File: config.mk
export PLATFORM = sky130hd
export DESIGN_NAME = mmio_bus_bridge
export DESIGN_NICKNAME = d
export VERILOG_FILES = /design/src/rtl/mmio_bus_bridge_pkg.sv /design/src/rtl/mmio_bus_bridge_addr_decode.sv /design/src/rtl/mmio_bus_bridge.sv
export SDC_FILE = /design/constraint.sdc
export NUM_CORES = 1
export LEC_CHECK = 0
export ABC_AREA = 1
export BUFFER_PORTS_ARGS = -buffer_cell sky130_fd_sc_hd__buf_2
export CELL_PAD_IN_SITES_DETAIL_PLACEMENT = 1
export CELL_PAD_IN_SITES_GLOBAL_PLACEMENT = 1
export CORE_UTILIZATION = 25
export DETAILED_ROUTE_END_ITERATION = 6
export PLACE_DENSITY = 0.74
export SLEW_MARGIN = 5
export SYNTH_ARGS = -nofsm -noshare
export SYNTH_HDL_FRONTEND = slang
export SYNTH_HIERARCHICAL = 1
export SYNTH_SLANG_ARGS = --single-unit
File: constraint.sdc
create_clock -name clk_i -period 2.2 [get_ports clk_i]
set_input_delay 0.11 -clock clk_i [delete_from_list [all_inputs] [get_ports clk_i]]
set_output_delay 0.11 -clock clk_i [all_outputs]
set_load 0.01 [all_outputs]
File: src/rtl/mmio_bus_bridge_pkg.sv
// Shared types and constants for the processor data-memory / MMIO bridge.
// The FSM encoding and channel-field width helper live here so the decoder and top agree.
package mmio_bus_bridge_pkg;

    typedef enum logic [1:0] {
        ST_IDLE = 2'd0,
        ST_WAIT = 2'd1,
        ST_DONE = 2'd2
    } state_e;

    localparam logic [31:0] ERR_DATA_DEFAULT = 32'hDEADBEEF;

    // Channel-select field sits between the RAM/MMIO select bit and the local offset.
    function automatic int ch_width(input int addr_w, input int off_w);
        return addr_w - 1 - off_w;
    endfunction

endpackage

File: src/rtl/mmio_bus_bridge_addr_decode.sv
// Splits a processor dmem address into RAM/MMIO select, channel and offset,
// and flags whether the channel is one that is actually implemented.
module mmio_addr_decode
    import mmio_bus_bridge_pkg::*;
#(
    parameter int ADDR_W = 12,
    parameter int OFF_W  = 8,
    parameter int NCH    = 4
) (
    input  logic [ADDR_W-1:0]       addr_i,
    output logic                    is_mmio_o,
    output logic [ADDR_W-OFF_W-2:0] ch_o,
    output logic [OFF_W-1:0]        off_o,
    output logic                    mapped_o
);

    localparam int CH_W = ch_width(ADDR_W, OFF_W);

    assign is_mmio_o = addr_i[ADDR_W-1];
    assign ch_o      = addr_i[OFF_W +: CH_W];
    assign off_o     = addr_i[OFF_W-1:0];
    // Extra bit so NCH == 2**CH_W does not wrap to zero.
    assign mapped_o  = is_mmio_o && ({1'b0, ch_o} < (CH_W+1)'(NCH));

endmodule

File: src/rtl/mmio_bus_bridge.sv
// Bridge between the processor dmem port, the syncram and NCH MMIO channels.
// RAM accesses pass straight through; MMIO accesses stall for a req/ack handshake with timeout.
module mmio_bus_bridge
    import mmio_bus_bridge_pkg::*;
#(
    parameter int                DATA_W   = 32,
    parameter int                ADDR_W   = 12,
    parameter int                OFF_W    = 8,
    parameter int                NCH      = 4,
    parameter int                TIMEOUT  = 255,
    parameter logic [DATA_W-1:0] ERR_DATA = DATA_W'(ERR_DATA_DEFAULT)
) (
    input  logic                    clk_i,
    input  logic                    rst_ni,
    input  logic [ADDR_W-1:0]       proc_addr_i,
    input  logic [DATA_W-1:0]       proc_wdata_i,
    input  logic                    proc_wren_i,
    input  logic                    proc_rden_i,
    output logic [DATA_W-1:0]       proc_rdata_o,
    output logic                    proc_stall_o,
    output logic [ADDR_W-2:0]       ram_addr_o,
    output logic [DATA_W-1:0]       ram_data_o,
    output logic                    ram_wren_o,
    input  logic [DATA_W-1:0]       ram_q_i,
    output logic [NCH-1:0]          per_req_o,
    output logic                    per_we_o,
    output logic [OFF_W-1:0]        per_off_o,
    output logic [DATA_W-1:0]       per_wdata_o,
    input  logic [NCH-1:0]          per_ack_i,
    input  logic [NCH*DATA_W-1:0]   per_rdata_i,
    input  logic                    err_clr_i,
    output logic                    err_flag_o,
    output logic [ADDR_W-OFF_W-2:0] err_ch_o
);

    localparam int                CH_W     = ch_width(ADDR_W, OFF_W);
    localparam int                NSLOT    = 2**CH_W;
    localparam int                CNT_W    = $clog2(TIMEOUT+1);
    localparam logic [CNT_W-1:0]  CNT_LAST = CNT_W'(TIMEOUT-1);

    logic              dec_mmio;
    logic [CH_W-1:0]   dec_ch;
    logic [OFF_W-1:0]  dec_off;
    logic              dec_mapped;
    logic              access;

    state_e            state_q, state_d;
    logic [CH_W-1:0]   ch_q, ch_d;
    logic              we_q, we_d;
    logic [OFF_W-1:0]  off_q, off_d;
    logic [DATA_W-1:0] wdata_q, wdata_d;
    logic [NCH-1:0]    req_q, req_d;
    logic [CNT_W-1:0]  cnt_q, cnt_d;
    logic [DATA_W-1:0] rdata_q, rdata_d;
    logic              err_flag_q, err_flag_d;
    logic [CH_W-1:0]   err_ch_q, err_ch_d;
    logic              err_set;
    logic [CH_W-1:0]   err_set_ch;

    // Ack/rdata widened to every encodable channel so ch_q indexes them without range checks.
    logic [NSLOT-1:0]  ack_ext;
    logic [DATA_W-1:0] slot_rdata [NSLOT];

    mmio_addr_decode #(
        .ADDR_W (ADDR_W),
        .OFF_W  (OFF_W),
        .NCH    (NCH)
    ) u_decode (
        .addr_i    (proc_addr_i),
        .is_mmio_o (dec_mmio),
        .ch_o      (dec_ch),
        .off_o     (dec_off),
        .mapped_o  (dec_mapped)
    );

    generate
        for (genvar gi = 0; gi < NSLOT; gi++) begin : g_slot
            if (gi < NCH) begin : g_impl
                assign ack_ext[gi]    = per_ack_i[gi];
                assign slot_rdata[gi] = per_rdata_i[gi*DATA_W +: DATA_W];
            end else begin : g_unimpl
                assign ack_ext[gi]    = 1'b0;
                assign slot_rdata[gi] = '0;
            end
        end
    endgenerate

    assign access       = proc_rden_i | proc_wren_i;
    assign ram_addr_o   = proc_addr_i[ADDR_W-2:0];
    assign ram_data_o   = proc_wdata_i;
    assign ram_wren_o   = proc_wren_i & ~proc_addr_i[ADDR_W-1];
    assign proc_rdata_o = (state_q == ST_DONE) ? rdata_q : ram_q_i;

    assign per_req_o    = req_q;
    assign per_we_o     = we_q;
    assign per_off_o    = off_q;
    assign per_wdata_o  = wdata_q;
    assign err_flag_o   = err_flag_q;
    assign err_ch_o     = err_ch_q;

    always_comb begin
        state_d      = state_q;
        ch_d         = ch_q;
        we_d         = we_q;
        off_d        = off_q;
        wdata_d      = wdata_q;
        req_d        = req_q;
        cnt_d        = cnt_q;
        rdata_d      = rdata_q;
        err_set      = 1'b0;
        err_set_ch   = ch_q;
        proc_stall_o = 1'b0;

        case (state_q)
            ST_IDLE: begin
                if (dec_mmio && access) begin
                    proc_stall_o = 1'b1;
                    if (dec_mapped) begin
                        ch_d    = dec_ch;
                        we_d    = proc_wren_i;
                        off_d   = dec_off;
                        wdata_d = proc_wdata_i;
                        for (int i = 0; i < NCH; i++) begin
                            req_d[i] = (dec_ch == CH_W'(i));
                        end
                        cnt_d   = '0;
                        state_d = ST_WAIT;
                    end else begin
                        rdata_d    = ERR_DATA;
                        err_set    = 1'b1;
                        err_set_ch = dec_ch;
                        state_d    = ST_DONE;
                    end
                end
            end
            ST_WAIT: begin
                proc_stall_o = 1'b1;
                // An ack arriving in the expiry cycle still counts as a normal completion.
                if (ack_ext[ch_q]) begin
                    req_d = '0;
                    if (!we_q) begin
                        rdata_d = slot_rdata[ch_q];
                    end
                    state_d = ST_DONE;
                end else if (cnt_q == CNT_LAST) begin
                    req_d      = '0;
                    rdata_d    = ERR_DATA;
                    err_set    = 1'b1;
                    err_set_ch = ch_q;
                    state_d    = ST_DONE;
                end else begin
                    cnt_d = cnt_q + 1'b1;
                end
            end
            ST_DONE: begin
                state_d = ST_IDLE;
            end
            default: begin
                state_d = ST_IDLE;
            end
        endcase

        err_flag_d = err_flag_q;
        err_ch_d   = err_ch_q;
        if (err_set) begin
            err_flag_d = 1'b1;
            err_ch_d   = err_set_ch;
        end else if (err_clr_i) begin
            err_flag_d = 1'b0;
            err_ch_d   = '0;
        end
    end

    always_ff @(posedge clk_i or negedge rst_ni) begin
        if (!rst_ni) begin
            state_q    <= ST_IDLE;
            ch_q       <= '0;
            we_q       <= 1'b0;
            off_q      <= '0;
            wdata_q    <= '0;
            req_q      <= '0;
            cnt_q      <= '0;
            rdata_q    <= '0;
            err_flag_q <= 1'b0;
            err_ch_q   <= '0;
        end else begin
            state_q    <= state_d;
            ch_q       <= ch_d;
            we_q       <= we_d;
            off_q      <= off_d;
            wdata_q    <= wdata_d;
            req_q      <= req_d;
            cnt_q      <= cnt_d;
            rdata_q    <= rdata_d;
            err_flag_q <= err_flag_d;
            err_ch_q   <= err_ch_d;
        end
    end

endmodule
==> impl_metrics.env <==
export IMPL_core_area_sq_um=23610
export IMPL_cts_tree="done"
export IMPL_synth_most_common_cell="nand2_1"
export IMPL_synth_main_ff_cell="dfrtp_1"
export IMPL_fin_crit_sh_pct=86.30
export IMPL_drv_slew=0
export IMPL_initial_core_util_pct=25.68
export IMPL_placementRows=56
export IMPL_syn_mean_instance_area_sq_um=7.210
export IMPL_synth_edff_count=0
export IMPL_critPathMaxFanout=23
export IMPL_p_total_mw=9.769
export IMPL_required_ns=2.09
export IMPL_htreeDepth=3
export IMPL_grt_antenna_before_repair=0
export IMPL_dr_pass1_iters=4
export IMPL_end_kind="output port"
export IMPL_cts_clk_slew_worst_paths_ns=0.07
export IMPL_status="finished, final reports clean"
export IMPL_hold_violations=0
export IMPL_setup_viol=0
export IMPL_synthCells=841
export IMPL_grt_start_max_net_pins=55
export IMPL_ys_async_sr_fraction_pct=100.0
export IMPL_first_global_vias=6571
export IMPL_wl_mm=22.57
export IMPL_syn_nets=1056
export IMPL_crit_arrival_ns=1.79
export IMPL_powerDensity_nw_per_um2=1172
export IMPL_vias_per_cell=4.522
export IMPL_post_cts_resized=0
export IMPL_die_area_sq_um=24880
export IMPL_grt_total_usage_pct=17.64
export IMPL_yosysSeqAreaShare_pct=38.79
export IMPL_tightest_slew_ns=0.5754
export IMPL_synth_top_area_share_pct=38.79
export IMPL_hold_path_class="in2reg"
export IMPL_yosys_top_cells_count="386 x nand2_1, 94 x dfrtp_1, 75 x nand3_1"
export IMPL_fmax_mhz=526.7
export IMPL_max_slew_margin_pct=61.64
export IMPL_die_x_microns=157.7
export IMPL_cts_max_path_buffers=2
export IMPL_grt_pass1_wl_mm=34.20
export IMPL_dp_hpwl_mm=16.50
export IMPL_drive_above_1_share_pct=37.06
export IMPL_pin_count=339
export IMPL_cts_buffers=9
export IMPL_synthTopCellsByArea="dfrtp_1 39%, nand2_1 24%, buf_4 7.6%, nand3_1 6.2%, nand4_1 6.1%"
export IMPL_cts_setup_buffers=0
export IMPL_startpoint_type="flop"
export IMPL_p_leak_nw=4.593
export IMPL_drc=0
export IMPL_path_class="reg2out"
export IMPL_fin_setup_tns_ns=0
export IMPL_cap_viol_max_count=0
export IMPL_wl_per_cell_microns=15.43
export IMPL_synthToLayoutAreaGrowth_pct=37.52
export IMPL_drtIter0Drc=288
export IMPL_fin_skew_ns=0.01122
export IMPL_synth_seq_cells=94
export IMPL_antenna_left=0
export IMPL_yosys_area_top_type="dfrtp_1"
export IMPL_vdd_ir_drop_max_v=0.0005511
export IMPL_netlist_cell_type_count=30
export IMPL_syn_area_sq_um=6063
export IMPL_grt_overflow=0
export IMPL_min_period_ns=1.899
export IMPL_diodes=0
export IMPL_fill_cells=3038
export IMPL_place_congestion=0.7959
export IMPL_yosysWarningCount=6
export IMPL_vias=6615
export IMPL_cts_hold_buf=38
export IMPL_cts_sinks=94
export IMPL_cts_root_buf="clkbuf_16"
export IMPL_final_nets=1354
export IMPL_die_h_microns=157.7
export IMPL_final_core_util_pct=35.31
export IMPL_rsz0062_at_grt="false"
export IMPL_numPortBuffers=338
export IMPL_clkLatencyLatePin_ns=0.34
## final timing paths
path | startpoint | endpoint | slack [ns] | cells after the start
min | proc_wdata_i[25] | per_wdata_o[25]$_DFFE_PN0P_ | 0.01 | 3
min in group asynchronous | rst_ni | per_off_o[7]$_DFFE_PN0P_ | 0.30 | 2
max in group asynchronous | rst_ni | rdata_q[2]$_DFFE_PN0P_ | 1.20 | 3
max reg2reg | cnt_q[0]$_DFFE_PN0P_ | rdata_q[27]$_DFFE_PN0P_ | 0.33 | 10
min reg2reg | per_wdata_o[8]$_DFFE_PN0P_ | per_wdata_o[8]$_DFFE_PN0P_ | 0.47 | 2
max | state_q[0]$_DFFE_PN0P_ | proc_rdata_o[25] | 0.30 | 5
## where the power goes
group          internal, mW  switching, mW
Sequential             2.47          0.512
Combinational          2.02           3.32
Clock                 0.794          0.652
## cell usage in the layout (no fill, tap or decap), types with 2 or more instances in the layout
| cell | n |
|---|---|
| nand2_4 | 2 |
| inv_2 | 4 |
| clkbuf_16 | 9 |
| nand4_1 | 59 |
| o211ai_1 | 3 |
| nor2_1 | 20 |
| inv_1 | 22 |
| a21oi_4 | 2 |
| nand2_2 | 4 |
| o21ai_0 | 16 |
| clkbuf_1 | 2 |
| nor2_2 | 3 |
| dfrtp_1 | 93 |
| buf_2 | 337 |
| o21ai_1 | 2 |
| nand3_1 | 75 |
| buf_12 | 4 |
| dlygate4sd3_1 | 38 |
| nand2_1 | 384 |
| clkinv_2 | 3 |
| ha_1 | 2 |
| buf_4 | 15 |
| mux2_2 | 32 |
## sequential cells by signal, summed over array words and instances (netlist names)
name,flops
ch_q,3
cnt_q,8
per_we_o,1
per_wdata_o,32
err_ch_o,3
per_req_o,4
per_off_o,8
err_flag_o,1
rdata_q,32
state_q,2
## cell families after synthesis
kind of cell	synth area share [%]
and+or+nand+nor	39.25
buffers and inverters	12.51
DFF	38.79
muxes	5.943
AOI/OAI and AO/OA	2.807
xor gates and xnor gates	0.2890
adders and majority gates	0.4126
## metrics by stage
stage	std cells	instance area [sq um]	setup slack, ns	hold slack (ns)
after floorplan	841	6063	0.6393	-0.1856
after global placement	1409	7687	0.4729	0.1513
after detailed placement	1409	7687	0.3545	0.1483
after CTS	1463	8338	0.2649	0.0006577
after global routing	1463	8338	0.1996	0.0009533
final	1463	8338	0.3014	0.009895
## per-layer routing
metal | GRT usage (%) | wire, microns
met1 | 21.72 | 9416
met3 | 2.546 | 1010
met5 | 0 | 0
met2 | 31.57 | 11750
met4 | 5.270 | 393
## final cells by class
class	count	area [sq um]	share of cell area, %
Inverter	26	97.59	1.170
Sequential cell	94	2354	28.23
Clock inverter	4	23.77	0.2851
Timing Repair Buffer	394	2260	27.10
Clock buffer	12	246.5	2.956
Tap cell	319	399.1	4.787
Multi-Input combinational cell	614	2958	35.47
## worst max-delay path, cell delays in order (launching register included)
cell	delay (ns)
dfrtp_1	0.38
inv_1	0.08
nand2_2	0.25
buf_12	0.24
mux2_2	0.35
buf_2	0.15
Note: power is estimated with default switching activity, not from simulation.
